File: config.mk
export PLATFORM = sky130hd
export DESIGN_NAME = cordic_range_reducer_flat
export DESIGN_NICKNAME = d
export VERILOG_FILES = /design/src/rtl/cordic_range_reducer_if.sv /design/src/rtl/cordic_range_reducer.sv /design/src/flat_wrapper.sv
export SDC_FILE = /design/constraint.sdc
export NUM_CORES = 1
export LEC_CHECK = 0
export BUFFER_PORTS_ARGS = -buffer_cell sky130_fd_sc_hd__buf_2
export CAP_MARGIN = 20
export CORE_ASPECT_RATIO = 1.5
export CORE_UTILIZATION = 45
export CTS_CLUSTER_DIAMETER = 100
export CTS_CLUSTER_SIZE = 12
export DETAILED_ROUTE_END_ITERATION = 10
export GPL_TIMING_DRIVEN = 0
export PLACE_DENSITY = 0.76
export SETUP_SLACK_MARGIN = 0.3
export SLEW_MARGIN = 25
export SYNTH_ARGS = -nofsm -noshare
export SYNTH_HDL_FRONTEND = slang
export SYNTH_SLANG_ARGS = --single-unit
File: constraint.sdc
create_clock -name clk -period 2.4 [get_ports clk]
set_input_delay 0 -clock clk [delete_from_list [all_inputs] [get_ports clk]]
set_output_delay 0 -clock clk [all_outputs]
set_load 0.02 [all_outputs]
File: src/rtl/cordic_range_reducer_if.sv
// Request/acknowledge bus between the range reducer and the shared FP add/sub unit.
// The reducer is the master: it raises a one-cycle add_req with operands A - B and
// waits for a one-cycle add_ack carrying the result.
interface cordic_range_reducer_if #(
  parameter int W = 32
);
  logic         add_req;
  logic         add_subt;
  logic [W-1:0] add_a;
  logic [W-1:0] add_b;
  logic         add_ack;
  logic [W-1:0] add_result;

  modport master (
    output add_req,
    output add_subt,
    output add_a,
    output add_b,
    input  add_ack,
    input  add_result
  );

  modport slave (
    input  add_req,
    input  add_subt,
    input  add_a,
    input  add_b,
    output add_ack,
    output add_result
  );
endinterface

File: src/rtl/cordic_range_reducer.sv
// Angle range reduction ahead of the CORDIC core. An IEEE-754 angle in [-pi, pi] is
// folded into [-pi/2, pi/2]: angles beyond +/-pi/2 are replaced by (+/-pi - theta),
// computed on the shared FP adder, and tagged with shift_region_flag = 01 so the
// sign-inversion stage negates the cosine. NaN, infinities and |theta| > pi are
// passed through raw with invalid set. Only W = 32 and W = 64 are meaningful.
module cordic_range_reducer #(
  parameter int W = 32
) (
  input  logic                   clk,
  input  logic                   rst,
  input  logic                   beg_reduc,
  input  logic [W-1:0]           data_in,
  output logic                   busy,
  output logic [W-1:0]           data_out,
  output logic [1:0]             shift_region_flag,
  output logic                   invalid,
  output logic                   ready_reduc,
  cordic_range_reducer_if.master add_bus
);

  // Exponent field width and the pi / pi/2 bit patterns for the selected precision.
  localparam int          EXP_W    = (W == 64) ? 11 : 8;
  localparam logic [63:0] PI_SEL   = (W == 64) ? 64'h4009_21FB_5444_2D18 : 64'h0000_0000_4049_0FDB;
  localparam logic [63:0] PIH_SEL  = (W == 64) ? 64'h3FF9_21FB_5444_2D18 : 64'h0000_0000_3FC9_0FDB;
  localparam logic [W-1:0] PI_C    = PI_SEL[W-1:0];
  localparam logic [W-2:0] PI_MAG  = PI_SEL[W-2:0];
  localparam logic [W-2:0] PIH_MAG = PIH_SEL[W-2:0];

  typedef enum logic [2:0] {
    ST_IDLE  = 3'd0,
    ST_CHECK = 3'd1,
    ST_REQ   = 3'd2,
    ST_WAIT  = 3'd3,
    ST_DONE  = 3'd4
  } state_t;

  state_t         state_r;
  logic [W-1:0]   angle_r;
  logic [W-1:0]   data_out_r;
  logic [1:0]     flag_r;
  logic           invalid_r;
  logic           ready_r;
  logic           busy_r;
  logic           add_req_r;
  logic           add_subt_r;
  logic [W-1:0]   add_a_r;
  logic [W-1:0]   add_b_r;

  logic [W-2:0]   mag_s;
  logic [EXP_W-1:0] exp_s;
  logic           special_s;
  logic           over_pi_s;
  logic           no_fold_s;

  // Classify the captured angle by its magnitude bits; for positive IEEE values the
  // unsigned integer order of the bit pattern equals the numeric order.
  always_comb begin
    mag_s     = angle_r[W-2:0];
    exp_s     = angle_r[W-2 -: EXP_W];
    special_s = &exp_s;
    over_pi_s = (mag_s > PI_MAG);
    no_fold_s = (mag_s <= PIH_MAG);
  end

  // Control FSM; every output is a register updated on the transition into the state
  // in which it must be visible.
  always_ff @(posedge clk or negedge rst) begin
    if (!rst) begin
      state_r    <= ST_IDLE;
      angle_r    <= {W{1'b0}};
      data_out_r <= {W{1'b0}};
      flag_r     <= 2'b00;
      invalid_r  <= 1'b0;
      ready_r    <= 1'b0;
      busy_r     <= 1'b0;
      add_req_r  <= 1'b0;
      add_subt_r <= 1'b0;
      add_a_r    <= {W{1'b0}};
      add_b_r    <= {W{1'b0}};
    end else begin
      case (state_r)
        ST_IDLE: begin
          ready_r <= 1'b0;
          if (beg_reduc) begin
            angle_r <= data_in;
            busy_r  <= 1'b1;
            state_r <= ST_CHECK;
          end else begin
            state_r <= ST_IDLE;
          end
        end
        ST_CHECK: begin
          if (special_s || over_pi_s) begin
            invalid_r  <= 1'b1;
            data_out_r <= angle_r;
            flag_r     <= 2'b00;
            ready_r    <= 1'b1;
            state_r    <= ST_DONE;
          end else if (no_fold_s) begin
            invalid_r  <= 1'b0;
            data_out_r <= angle_r;
            flag_r     <= 2'b00;
            ready_r    <= 1'b1;
            state_r    <= ST_DONE;
          end else begin
            // Minuend carries the angle's sign so the result is +pi - theta or -pi - theta.
            invalid_r  <= 1'b0;
            flag_r     <= 2'b01;
            add_a_r    <= {angle_r[W-1], PI_C[W-2:0]};
            add_b_r    <= angle_r;
            add_subt_r <= 1'b1;
            add_req_r  <= 1'b1;
            state_r    <= ST_REQ;
          end
        end
        ST_REQ: begin
          add_req_r <= 1'b0;
          state_r   <= ST_WAIT;
        end
        ST_WAIT: begin
          if (add_bus.add_ack) begin
            data_out_r <= add_bus.add_result;
            add_subt_r <= 1'b0;
            add_a_r    <= {W{1'b0}};
            add_b_r    <= {W{1'b0}};
            ready_r    <= 1'b1;
            state_r    <= ST_DONE;
          end else begin
            state_r <= ST_WAIT;
          end
        end
        ST_DONE: begin
          ready_r <= 1'b0;
          busy_r  <= 1'b0;
          state_r <= ST_IDLE;
        end
        default: begin
          ready_r   <= 1'b0;
          busy_r    <= 1'b0;
          add_req_r <= 1'b0;
          state_r   <= ST_IDLE;
        end
      endcase
    end
  end

  assign busy              = busy_r;
  assign data_out          = data_out_r;
  assign shift_region_flag = flag_r;
  assign invalid           = invalid_r;
  assign ready_reduc       = ready_r;
  assign add_bus.add_req   = add_req_r;
  assign add_bus.add_subt  = add_subt_r;
  assign add_bus.add_a     = add_a_r;
  assign add_bus.add_b     = add_b_r;

endmodule

File: src/flat_wrapper.sv
// flat-port wrapper written by rule: the top's interface ports become plain ports
module cordic_range_reducer_flat 
#(
  parameter int W = 32
)
  (clk, rst, beg_reduc, data_in, busy, data_out, shift_region_flag, invalid, ready_reduc, add_bus_add_req, add_bus_add_subt, add_bus_add_a, add_bus_add_b, add_bus_add_ack, add_bus_add_result);
  cordic_range_reducer_if #(.W(W)) add_bus_i ();
  input  logic clk;
  input  logic rst;
  input  logic beg_reduc;
  input  logic [W-1:0] data_in;
  output logic busy;
  output logic [W-1:0] data_out;
  output logic [1:0] shift_region_flag;
  output logic invalid;
  output logic ready_reduc;
  output wire logic [$bits(add_bus_i.add_req)-1:0] add_bus_add_req;
  output wire logic [$bits(add_bus_i.add_subt)-1:0] add_bus_add_subt;
  output wire logic [$bits(add_bus_i.add_a)-1:0] add_bus_add_a;
  output wire logic [$bits(add_bus_i.add_b)-1:0] add_bus_add_b;
  input wire logic [$bits(add_bus_i.add_ack)-1:0] add_bus_add_ack;
  input wire logic [$bits(add_bus_i.add_result)-1:0] add_bus_add_result;
  assign add_bus_add_req = add_bus_i.add_req;
  assign add_bus_add_subt = add_bus_i.add_subt;
  assign add_bus_add_a = add_bus_i.add_a;
  assign add_bus_add_b = add_bus_i.add_b;
  assign add_bus_i.add_ack = add_bus_add_ack;
  assign add_bus_i.add_result = add_bus_add_result;
  cordic_range_reducer #(.W(W)) u_core (.clk(clk), .rst(rst), .beg_reduc(beg_reduc), .data_in(data_in), .busy(busy), .data_out(data_out), .shift_region_flag(shift_region_flag), .invalid(invalid), .ready_reduc(ready_reduc), .add_bus(add_bus_i));
endmodule
======== Yosys cells after proc, flatten, opt, wreduce, memory -nomap -nowiden ========
Index checks and enable logic that the tools add are counted.
word-level totals
  output and inout bits ................... 103
  input bits .............................. 68
  word-level logic and storage cells ...... 67
  flip-flop bits (word level) ............. 138
cells by class
  order comparisons ....................... 2
  equal/unequal tests ..................... 9
  reductions and logical operators ........ 12
  muxes and demuxes ....................... 30
  bitwise operators ....................... 3
operators by type and width
  cell                                                    number
  two-way mux 32 bit                                      8
  one-hot mux 32 bit (2 select lines)                     3
  > comparator 31 bit (second input constant)             1
  <= comparator 31 x 30 -> 1 bit (second input constant)  1
  one-hot mux 3 bit (4 select lines)                      1
  two-way mux 1 bit                                       10
  two-way mux 3 bit                                       3
  AND reduction 3 bit                                     3
  inequality test 2 bit (second input constant)           4
  AND reduction 8 bit                                     1
  == test 3 x 2 -> 1 bit (second input constant)          2
  one-hot mux 1 bit (2 select lines)                      3
  OR reduction 3 bit                                      2
  AND reduction 2 bit                                     2
  AND reduction 4 bit                                     1
  == test 3 x 1 -> 1 bit (second input constant)          1
  == test 3 bit (second input constant)                   1
  zero test 3 bit                                         1
  inequality test 3 x 1 -> 1 bit (second input constant)  1
  NOT 1 bit                                               3
  one-hot mux 1 bit (3 select lines)                      1
  two-way mux 2 bit                                       1
  nonzero test 2 bit                                      1
  logical OR 1 bit                                        1

======== Longest topological paths before layout ========
Gate-level depths: netlist of run 1.
  word-level depth ........................ 4
  gate-level depth with buffers ........... 9
  gate-level depth less buffers ........... 6

======== Worst setup path before layout of run 1 ========
Ideal clock, no wire load.
  path type ............................... register -> register
  start point ............................. register u_core.angle_r[20]
  end point ............................... register u_core.data_out_r[0] (netlist: u_core.data_out[0])
  period minus slack after synthesis ...... 2425 ps
  path slack .............................. -25 ps
  required time ........................... 2275 ps
  library setup time ...................... 125 ps
  arrival ................................. 2300 ps
  buffers on the path ..................... 2
  stages on the path, launching flop included .. 9
  cells stage by stage .................... dfrtp_1 or4_4 nor4_4 a221o_2 mux2i_1 o21a_1 buf_6 buf_12 mux2_4
on the way
  word-level cells in the longest chain between the ends .. 4
  elaborated cells on any way between the ends .. 7
  those cells by class .................... order compare: 2; eq/ne: 1; mux: 2; reduce/logical: 2
RTL lines
  item                                                                                                line                         RTL
  from (decl)                                                                                         cordic_range_reducer.sv:38   logic [W-1:0] angle_r;
  from (signal assigned)                                                                              cordic_range_reducer.sv:70   angle_r <= {W{1'b0}};
  from (signal assigned)                                                                              cordic_range_reducer.sv:85   angle_r <= data_in;
  > comparator 31 bit                                                                                 cordic_range_reducer.sv:61   over_pi_s = (mag_s > PI_MAG);
  logical OR 1 bit                                                                                    cordic_range_reducer.sv:93   if (special_s || over_pi_s) begin
  inequality test 3 x 1 -> 1 bit (no source line) / two-way mux 32 bit (equally long branches)        --
  AND reduction 3 bit (no source line) / one-hot mux 32 bit (2 select lines) (equally long branches)  --
  to (signal assigned)                                                                                cordic_range_reducer.sv:71   data_out_r <= {W{1'b0}};
  to (signal assigned)                                                                                cordic_range_reducer.sv:95   data_out_r <= angle_r;
  to (signal assigned)                                                                                cordic_range_reducer.sv:101  data_out_r <= angle_r;
  to (decl)                                                                                           cordic_range_reducer.sv:39   logic [W-1:0] data_out_r;
Parallel ways exist; a longest one is shown, timed or not.
A chain may end at the register's enable or synchronous reset.

======== Final worst setup path of run 1 ========
  start point ............................. register u_core.angle_r[20]
  end point ............................... register u_core.data_out_r[4] (netlist: u_core.data_out[4])
The elaborated chain is that of the path after synthesis.

==> flow_summary.yaml, run 1 <==
synth:
  ys_dominant_reg_cell: "dfrtp_1"
  synth_edf_count: 0
  ys_seq_area_share_pct: 53.3
  synthArstFlopShare_pct: 100
  avgSynthCellArea_um2: 13.9
  synth_mux_area_share_pct: 24.2
  ys_ff_latch: 105
  ys_types: 43
  synthAdderAreaFrac_pct: 0
  syn_area_um2: 4930
  synth-compound-area-share_pct: 9.46
  synth_top_family_by_area: "multiplexers"
  synth_xor_area_share_pct: 0
  yosys_warnings: 0
  synth-simple-area-share_pct: 4.67
  syn_inst: 355
setup_path:
  crit_path_end_kind: "flop"
  crit_arrival_ns: 2.75
  worstSetupStartpoint: "u_core.angle_r[20]"
  critPathBufInv: 3
  path_max_fanout: 10
  start_kind: "flop"
  path_class: "flop to flop"
  cp_cell_sequence: "or4_4 > nor4_4 > buf_4 > nand2_4 > o31a_1 > o21a_1 > buf_6 > buf_12 > mux2_4"
  critical_path.top_delay_family: "simple AND/OR/NAND/NOR gates"
  crit_path_top_delay_cell: "or4_4"
  worstReg2RegStart: "u_core.angle_r[20]"
  required_ns: 2.64
  critical-path-max-stage-delay_ns: 0.57
clock_tree:
  clkTransAtPathRegs_ns: 0.07
  clk_latency_ns: 0.35
  cts_buffers: 9
  htree_levels: 3
  cts_tree: "done"
  cts.sinks: 105
  root_buffer: "clkbuf_16"
  cts_buffer_depth: 2
sta:
  finalCritPeriodShare_pct: 105
  finalHoldViolCount: 0
  rsz0062_at_grt: "true"
  hold_slack_ns: 0.0107
  min_period_ns: 2.52
  slew_headroom_pct: 60.9
  worstMarginPinSlew_ns: 0.587
  setup_ws_ns: -0.115
  fmax_mhz: 398
  setup_viol: 38
  clock_skew_ns: 0.0124
  totalNegativeSetupSlack_ns: -3.25
  maxSlewViolCount: 0
floorplanning:
  core-area_um2: 10600
  dieArea_um2: 11400
  die_h_um: 130
  die_width_um: 87.5
  ioPinCount: 171
  row_count: 46
  start_util_pct: 46.6
placement:
  dp_hpwl_mm: 8.54
  place_inst: 669
  place.gp.congestion: 0.810
  pre_cts_ws_ns: -0.278
  io_buffers: 152
power:
  p_comb_share_pct: 37.8
  peakVddDrop_uv: 487
  seqPwrFrac_pct: 37.9
  p_per_area_nw_per_um2: 1060
  power_switching_mw: 2.48
  p_int_mw: 4.97
  finalPower_mw: 7.45
  p_leak_nw: 3.66
  clkPwrFrac_pct: 24.3
  p_sw_share_pct: 33.2
hold_path:
  worstHoldStart: "add_bus_add_result[6]"
  hold_path_class: "input port to flop"
layout:
  multi_input_comb_area_um2: 2040
  seq_area_um2: 2630
  num-fill-cells: 813
  n_antenna_cell: 0
  layout.nets: 657
  layout_common_cells: "buf_2, dfrtp_1, mux2_2, buf_4, dlygate4sd3_1"
  final_common_cell: "buf_2"
  fin_cells: 738
  drive_above_1_share_pct: 57.9
  syn_to_final_growth_pct: 42.0
global_route:
  grt_max_degree: 65
  track_usage_pct: 23.1
  antenna_found_initial: 0
  grt-ovfl-total: 0
  grt_pass1_vias: 3806
  grt_pass1_wl_mm: 19.5
routing:
  dr.pass1.iters: 4
  wl_per_cell_um: 17.0
  viasPerCell: 4.93
  routed_wl_mm: 12.5
  drt_iter0_markers: 109
  vias: 3640
  ant_nets: 0
  route.detailed.drc: 0
run_status:
  violations: "setup timing"
  status: "complete, but fails checks"
flow_run:
  drv_cap: 0
-- routing by layer --
layer  vias to the layer above  GRT usage, %  share of wire (%)
li1                       1697             -                  -
met1                      1787          26.5                 39
met2                       124          40.4                 53
met3                        32          3.10                3.7
met4                         0          14.0                4.5
met5                         -             0                  0
-- sequential cells by signal (all words and copies together), names as in the netlist --
| register | flops |
|---|---|
| u_core.add_bus.add_a | 1 |
| u_core.add_bus.add_b | 32 |
| u_core.add_bus.add_req | 1 |
| u_core.angle_r | 32 |
| u_core.busy | 1 |
| u_core.data_out | 32 |
| u_core.invalid | 1 |
| u_core.ready_reduc | 1 |
| u_core.shift_region_flag | 1 |
| u_core.state_r | 3 |
-- synthesized netlist by cell type, types with 2 or more instances --
cell	number	share of area (%)
a21boi_0	2	0.30
a21o_1	9	1.4
a21oi_1	3	0.30
a22o_1	25	4.4
and2_1	2	0.25
buf_12	3	1.2
buf_2	3	0.30
buf_4	33	5.0
buf_6	3	0.69
clkbuf_1	9	0.69
dfrtp_1	105	53
inv_1	5	0.38
mux2_2	66	15
mux2_4	28	8.5
mux2i_1	3	0.61
nand2_1	14	1.1
nand2b_1	3	0.38
nand4_1	2	0.25
nor2_1	5	0.38
nor3_1	2	0.20
o21ai_0	5	0.51
o21ai_1	2	0.20
o21bai_1	2	0.30
o31a_1	2	0.36
-- kinds of logic after synthesis --
family / count (synthesis)
simple gates: 39
compound gates: 57
buf+inv: 56
flops: 105
other cells: 1
mux: 97
-- area by class of cell --
type,instances,share of cell area (%)
Buffer,51,6.06
Clock buffer,10,3.41
Clock inverter,6,1.95
Inverter,5,0.268
Multi-Input combinational cell,211,29.1
Sequential cell,105,37.5
Tap cell,144,2.57
Timing Repair Buffer,206,19.1
-- final timing paths --
check	endpoint	slack (ns)	cells after the start
max	u_core.data_out[4]	-0.12	9
min	u_core.data_out[6]	0.01	3
max reg2reg	u_core.data_out[4]	-0.12	9
min reg2reg	u_core.busy	0.48	1
max in group asynchronous	u_core.add_bus.add_b[19]	1.57	3
min in group asynchronous	u_core.data_out[7]	0.18	2
-- timing repair --
item,in CTS,in global routing
endpoints found under the setup margin,98,71
pin swaps,11,4
endpoints found under the hold margin,100,0
gates resized for setup,33,14
hold buffers,38,0
cloned,5,0
buffers inserted,10,0
-- stage by stage --
stage	util (%)	cell area, um2
2_1_floorplan	-	5000
3_3_place_gp	56.1	5940
3_5_place_dp	56.3	5970
4_1_cts	65.7	6960
5_1_grt	66.1	7000
6_report	66.1	7000
-- worst reg2reg max path, stage by stage (launching register included) --
cell	delay [ns]
dfrtp_1	0.39
or4_4	0.57
nor4_4	0.20
buf_4	0.18
nand2_4	0.05
o31a_1	0.30
o21a_1	0.11
buf_6	0.14
buf_12	0.15
mux2_4	0.31
-- power groups by stage --
stage               sequential [mW]  clock (mW)  combinational [mW]
finish                         2.82        1.81                2.81
detailed placement             2.84           0                2.65
global route                   2.91        1.91                3.00
floorplan                      3.21           0                1.43
global placement               2.81           0                2.58
CTS                            2.81        1.84                2.83
Note: power is estimated with default switching activity, not from simulation.
==> run 2, diff against run 1 <==
--- a/config.mk
+++ b/config.mk
@@ -7,7 +7,6 @@
 export LEC_CHECK = 0
 export BUFFER_PORTS_ARGS = -buffer_cell sky130_fd_sc_hd__buf_2
 export CAP_MARGIN = 20
-export CORE_ASPECT_RATIO = 1.5
 export CORE_UTILIZATION = 45
 export CTS_CLUSTER_DIAMETER = 100
 export CTS_CLUSTER_SIZE = 12
==> flow_summary.yaml, run 2 (synthesis results as in run 1) <==
routing:
  routed_wl_mm: 13.0
  dr.pass1.iters: 4
  wl_per_cell_um: 17.1
  viasPerCell: 4.99
  vias: 3796
  ant_nets: 0
  route.detailed.drc: 0
  drt_iter0_markers: 157
clock_tree:
  cts.sinks: 105
  clkTransAtPathRegs_ns: 0.10
  htree_levels: 3
  cts_tree: "done"
  cts_buffer_depth: 2
  cts_buffers: 9
  clk_latency_ns: 0.36
  root_buffer: "clkbuf_8"
layout:
  n_antenna_cell: 0
  layout.nets: 687
  postLayoutCellArea_um2: 7100
  post-route-util_pct: 67.9
  syn_to_final_growth_pct: 44.0
  final_common_cell: "buf_2"
  fin_cells: 760
  layout_common_cells: "buf_2, dfrtp_1, dlygate4sd3_1, mux2_2, buf_4"
  drive_above_1_share_pct: 55.3
global_route:
  grt_pass1_vias: 3852
  grt_pass1_wl_mm: 19.7
  grt-ovfl-total: 0
  track_usage_pct: 22.5
  grt_max_degree: 61
  antenna_found_initial: 0
power:
  seqPwrFrac_pct: 41.7
  peakVddDrop_uv: 520
  clkPwrFrac_pct: 15.5
  power_switching_mw: 2.43
  finalPower_mw: 6.78
  p_leak_nw: 3.69
  p_per_area_nw_per_um2: 955
  p_comb_share_pct: 42.9
  p_int_mw: 4.35
  p_sw_share_pct: 35.8
setup_path:
  path_class: "flop to flop"
  required_ns: 2.65
  cp_cell_sequence: "or4_4 > nor2_1 > a221o_2 > mux2i_2 > o21a_1 > buf_12 > clkbuf_16 > mux2_4"
  critical_path.top_delay_family: "simple AND/OR/NAND/NOR gates"
  crit_arrival_ns: 2.79
  crit_path_top_delay_cell: "or4_4"
  crit_path_end_kind: "flop"
  critical-path-max-stage-delay_ns: 0.57
  start_kind: "flop"
  critPathBufInv: 2
  path_max_fanout: 8
placement:
  place_inst: 661
  place.gp.congestion: 0.806
  io_buffers: 152
  placed_cell_area_um2: 5960
  dp_hpwl_mm: 8.01
  pre_cts_ws_ns: -0.277
sta:
  maxSlewViolCount: 0
  setup_ws_ns: -0.144
  slew_headroom_pct: 42.9
  finalCritPeriodShare_pct: 106
  clock_skew_ns: 0.0124
  totalNegativeSetupSlack_ns: -6.63
  rsz0062_at_grt: "true"
  worstMarginPinSlew_ns: 0.850
  hold_slack_ns: 0.0286
  finalHoldViolCount: 0
  min_period_ns: 2.54
  fmax_mhz: 393
  setup_viol: 67
floorplanning:
  ioPinCount: 171
  row_count: 37
  die_width_um: 107
  die_h_um: 107
  core-area_um2: 10500
  start_util_pct: 47.1
  dieArea_um2: 11400
flow_run:
  drv_cap: 0
run_status:
  violations: "setup timing"
  status: "complete, but fails checks"
hold_path:
  hold_path_class: "input port to flop"
[run 2: layer usage]
layer	wire (um)	vias up	share of wire, %	track usage (%)
met5	0	-	0	0
met4	179	0	1.4	7.05
met3	791	15	6.1	4.74
met2	6400	157	49	38.7
met1	5620	1871	43	28.4
li1	-	1753	-	-
[run 2: area by class of cell]
type                    instances  area, um2
clock buffers                  12        165
fillers                       754       3360
inverters                       5       18.8
flip-flops and latches        105       2630
clock inverters                 4       26.3
well taps                     136        170
plain buffers                  51        412
multi-input cells             211       2020
repair buffers                236       1660
[run 2: worst paths after layout]
check / cells after the start / slack, ns / end / start
worst max-delay path: 8 / -0.14 / u_core.data_out[29] / u_core.angle_r[20]
worst min-delay path: 3 / 0.03 / u_core.data_out[8] / add_bus_add_result[8]
worst max register to register: 8 / -0.14 / u_core.data_out[29] / u_core.angle_r[20]
worst min register to register: 1 / 0.48 / u_core.add_bus.add_b[28] / u_core.add_bus.add_b[28]
max in group asynchronous: 3 / 1.62 / u_core.add_bus.add_b[12] / rst
min in group asynchronous: 2 / 0.14 / u_core.data_out[25] / rst
[run 2: repair_timing]
action | 4_1_cts | 5_1_grt
endpoints found under the hold margin | 170 | 0
setup endpoints to repair | 99 | 100
gates resized for setup | 14 | 18
pin swaps | 15 | 4
hold buffers | 66 | 0
cloned | 2 | 3
buffers inserted | 8 | 4
[run 2: worst register-to-register path, delay by kind of cell (launching register included)]
family / cells / cell delay [ns]
simple gates: 2 / 0.77
mux: 2 / 0.53
flops: 1 / 0.40
compound gates: 2 / 0.39
buf+inv: 2 / 0.33
[run 2: power groups by stage]
stage                     sequential [mW]  clock [mW]  combinational [mW]
after floorplan                      3.21           0                1.43
after global placement               2.81           0                2.56
after detailed placement             2.84           0                2.63
after CTS                            2.81        1.07                2.80
after global routing                 2.90        1.14                3.09
final                                2.82        1.05                2.91
==> run 3, diff against run 2 <==
--- a/config.mk
+++ b/config.mk
@@ -12,7 +12,9 @@
 export CTS_CLUSTER_SIZE = 12
 export DETAILED_ROUTE_END_ITERATION = 10
 export GPL_TIMING_DRIVEN = 0
+export HOLD_SLACK_MARGIN = 0.12
 export PLACE_DENSITY = 0.76
+export RECOVER_POWER = 25
 export SETUP_SLACK_MARGIN = 0.3
 export SLEW_MARGIN = 25
 export SYNTH_ARGS = -nofsm -noshare
==> flow_summary.yaml, run 3 (synthesis results as in run 1) <==
run_status:
  status: "complete, but fails checks"
  violations: "setup timing"
layout:
  n_antenna_cell: 0
  fin_cells: 761
  final_common_cell: "buf_2"
  layout.nets: 688
  syn_to_final_growth_pct: 43.6
  num-fill-cells: 758
  layout_common_cells: "buf_2, dfrtp_1, dlygate4sd3_1, mux2_2, buf_4"
  seq_area_um2: 2630
  multi_input_comb_area_um2: 2020
  drive_above_1_share_pct: 55.2
setup_path:
  path_max_fanout: 8
  crit_arrival_ns: 2.79
  worstReg2RegStart: "u_core.angle_r[20]"
  critical-path-max-stage-delay_ns: 0.57
  crit_path_top_delay_cell: "or4_4"
  worstSetupStartpoint: "u_core.angle_r[20]"
  required_ns: 2.65
  cp_cell_sequence: "or4_4 > nor2_1 > a221o_2 > mux2i_2 > o21a_1 > buf_12 > clkbuf_16 > mux2_4"
  critPathBufInv: 2
  start_kind: "flop"
  crit_path_end_kind: "flop"
  critical_path.top_delay_family: "simple AND/OR/NAND/NOR gates"
  path_class: "flop to flop"
placement:
  dp_hpwl_mm: 8.01
  place.gp.congestion: 0.806
  place_inst: 661
  io_buffers: 152
sta:
  finalHoldViolCount: 0
  min_period_ns: 2.54
  maxSlewViolCount: 0
  clock_skew_ns: 0.0120
  slew_headroom_pct: 24.7
  setup_viol: 67
  rsz0062_at_grt: "true"
  worstMarginPinSlew_ns: 1.13
  totalNegativeSetupSlack_ns: -6.59
  finalCritPeriodShare_pct: 106
  fmax_mhz: 393
  setup_ws_ns: -0.144
floorplanning:
  ioPinCount: 171
  core-area_um2: 10500
  die_width_um: 107
  dieArea_um2: 11400
  start_util_pct: 47.1
  die_h_um: 107
  row_count: 37
hold_path:
  hold_path_class: "input port to asynchronous set/reset pin"
clock_tree:
  htree_levels: 3
  clkTransAtPathRegs_ns: 0.10
  root_buffer: "clkbuf_8"
  cts_buffer_depth: 2
  clk_latency_ns: 0.36
  cts.sinks: 105
  cts_buffers: 9
  cts_tree: "done"
global_route:
  grt-ovfl-total: 0
  grt_pass1_vias: 3828
  grtUsageMet1_pct: 28.4
  grt_max_degree: 61
  grt_pass1_wl_mm: 19.6
  top_usage_layer: "met2"
  track_usage_pct: 22.4
  globalRouteMet2Util_pct: 38.4
  antenna_found_initial: 0
  grt_util_met3_pct: 4.74
routing:
  route.detailed.drc: 0
  wl_per_cell_um: 17.0
  drt_iter0_markers: 144
  viasPerCell: 4.97
  routed_wl_mm: 13.0
  vias: 3782
  ant_nets: 0
  dr.pass1.iters: 4
power:
  p_leak_nw: 3.69
  p_per_area_nw_per_um2: 956
  peakVddDrop_uv: 518
flow_run:
  drv_cap: 0
[run 3: cell type report]
class	instances	area share, %
Sequential cell	105	37.1
Multi-Input combinational cell	211	28.6
Timing Repair Buffer	237	23.2
Buffer	51	5.81
Tap cell	136	2.40
Clock buffer	12	2.33
Clock inverter	4	0.371
Inverter	5	0.265
[run 3: repair_timing]
action                                  4_1_cts  5_1_grt
pin swaps                                    15        4
cloned                                        2        3
endpoints found under the setup margin       99      100
gates resized for setup                      14       18
endpoints found under the hold margin       173        0
buffers inserted                              8        4
hold buffers                                 67        0
[run 3: worst paths after layout]
path	slack [ns]	endpoint	cells after the start
setup / recovery	-0.14	u_core.data_out[29]	8
hold reg to reg	0.48	u_core.add_bus.add_b[28]	1
min in group clk	0.40	u_core.angle_r[6]	3
max in group asynchronous	0.49	u_core.add_bus.add_b[12]	3
setup reg to reg	-0.14	u_core.data_out[29]	8
hold / removal	0.40	u_core.data_out[25]	2
[run 3: where the power goes]
group	leakage, nW	switching [mW]	total (mW)	internal, mW
logic	2.28	1.36	2.90	1.54
registers	1.31	0.477	2.82	2.34
clock network	0.0984	0.588	1.05	0.462
total	3.69	2.43	6.77	4.35
[run 3: per-stage QoR]
stage          total power, mW  setup slack (ns)  util, %  area (um2)  hold slack, ns
3_5_place_dp              5.46            -0.277     57.0        5960         -0.0401
4_1_cts                   6.68            -0.277     66.5        6960           0.124
3_3_place_gp              5.37            -0.290     56.7        5930           0.223
5_1_grt                   7.12            -0.265     67.7        7080           0.388
6_report                  6.77            -0.144     67.7        7080           0.400
2_1_floorplan             4.64           -0.0246        -        5000          -0.296
[run 3: metal layers]
layer  vias to the layer above  share of wire, %
met5                         -                 0
met4                         0               1.4
met3                        15               6.2
met2                       151                49
met1                      1863                43
li1                       1753                 -
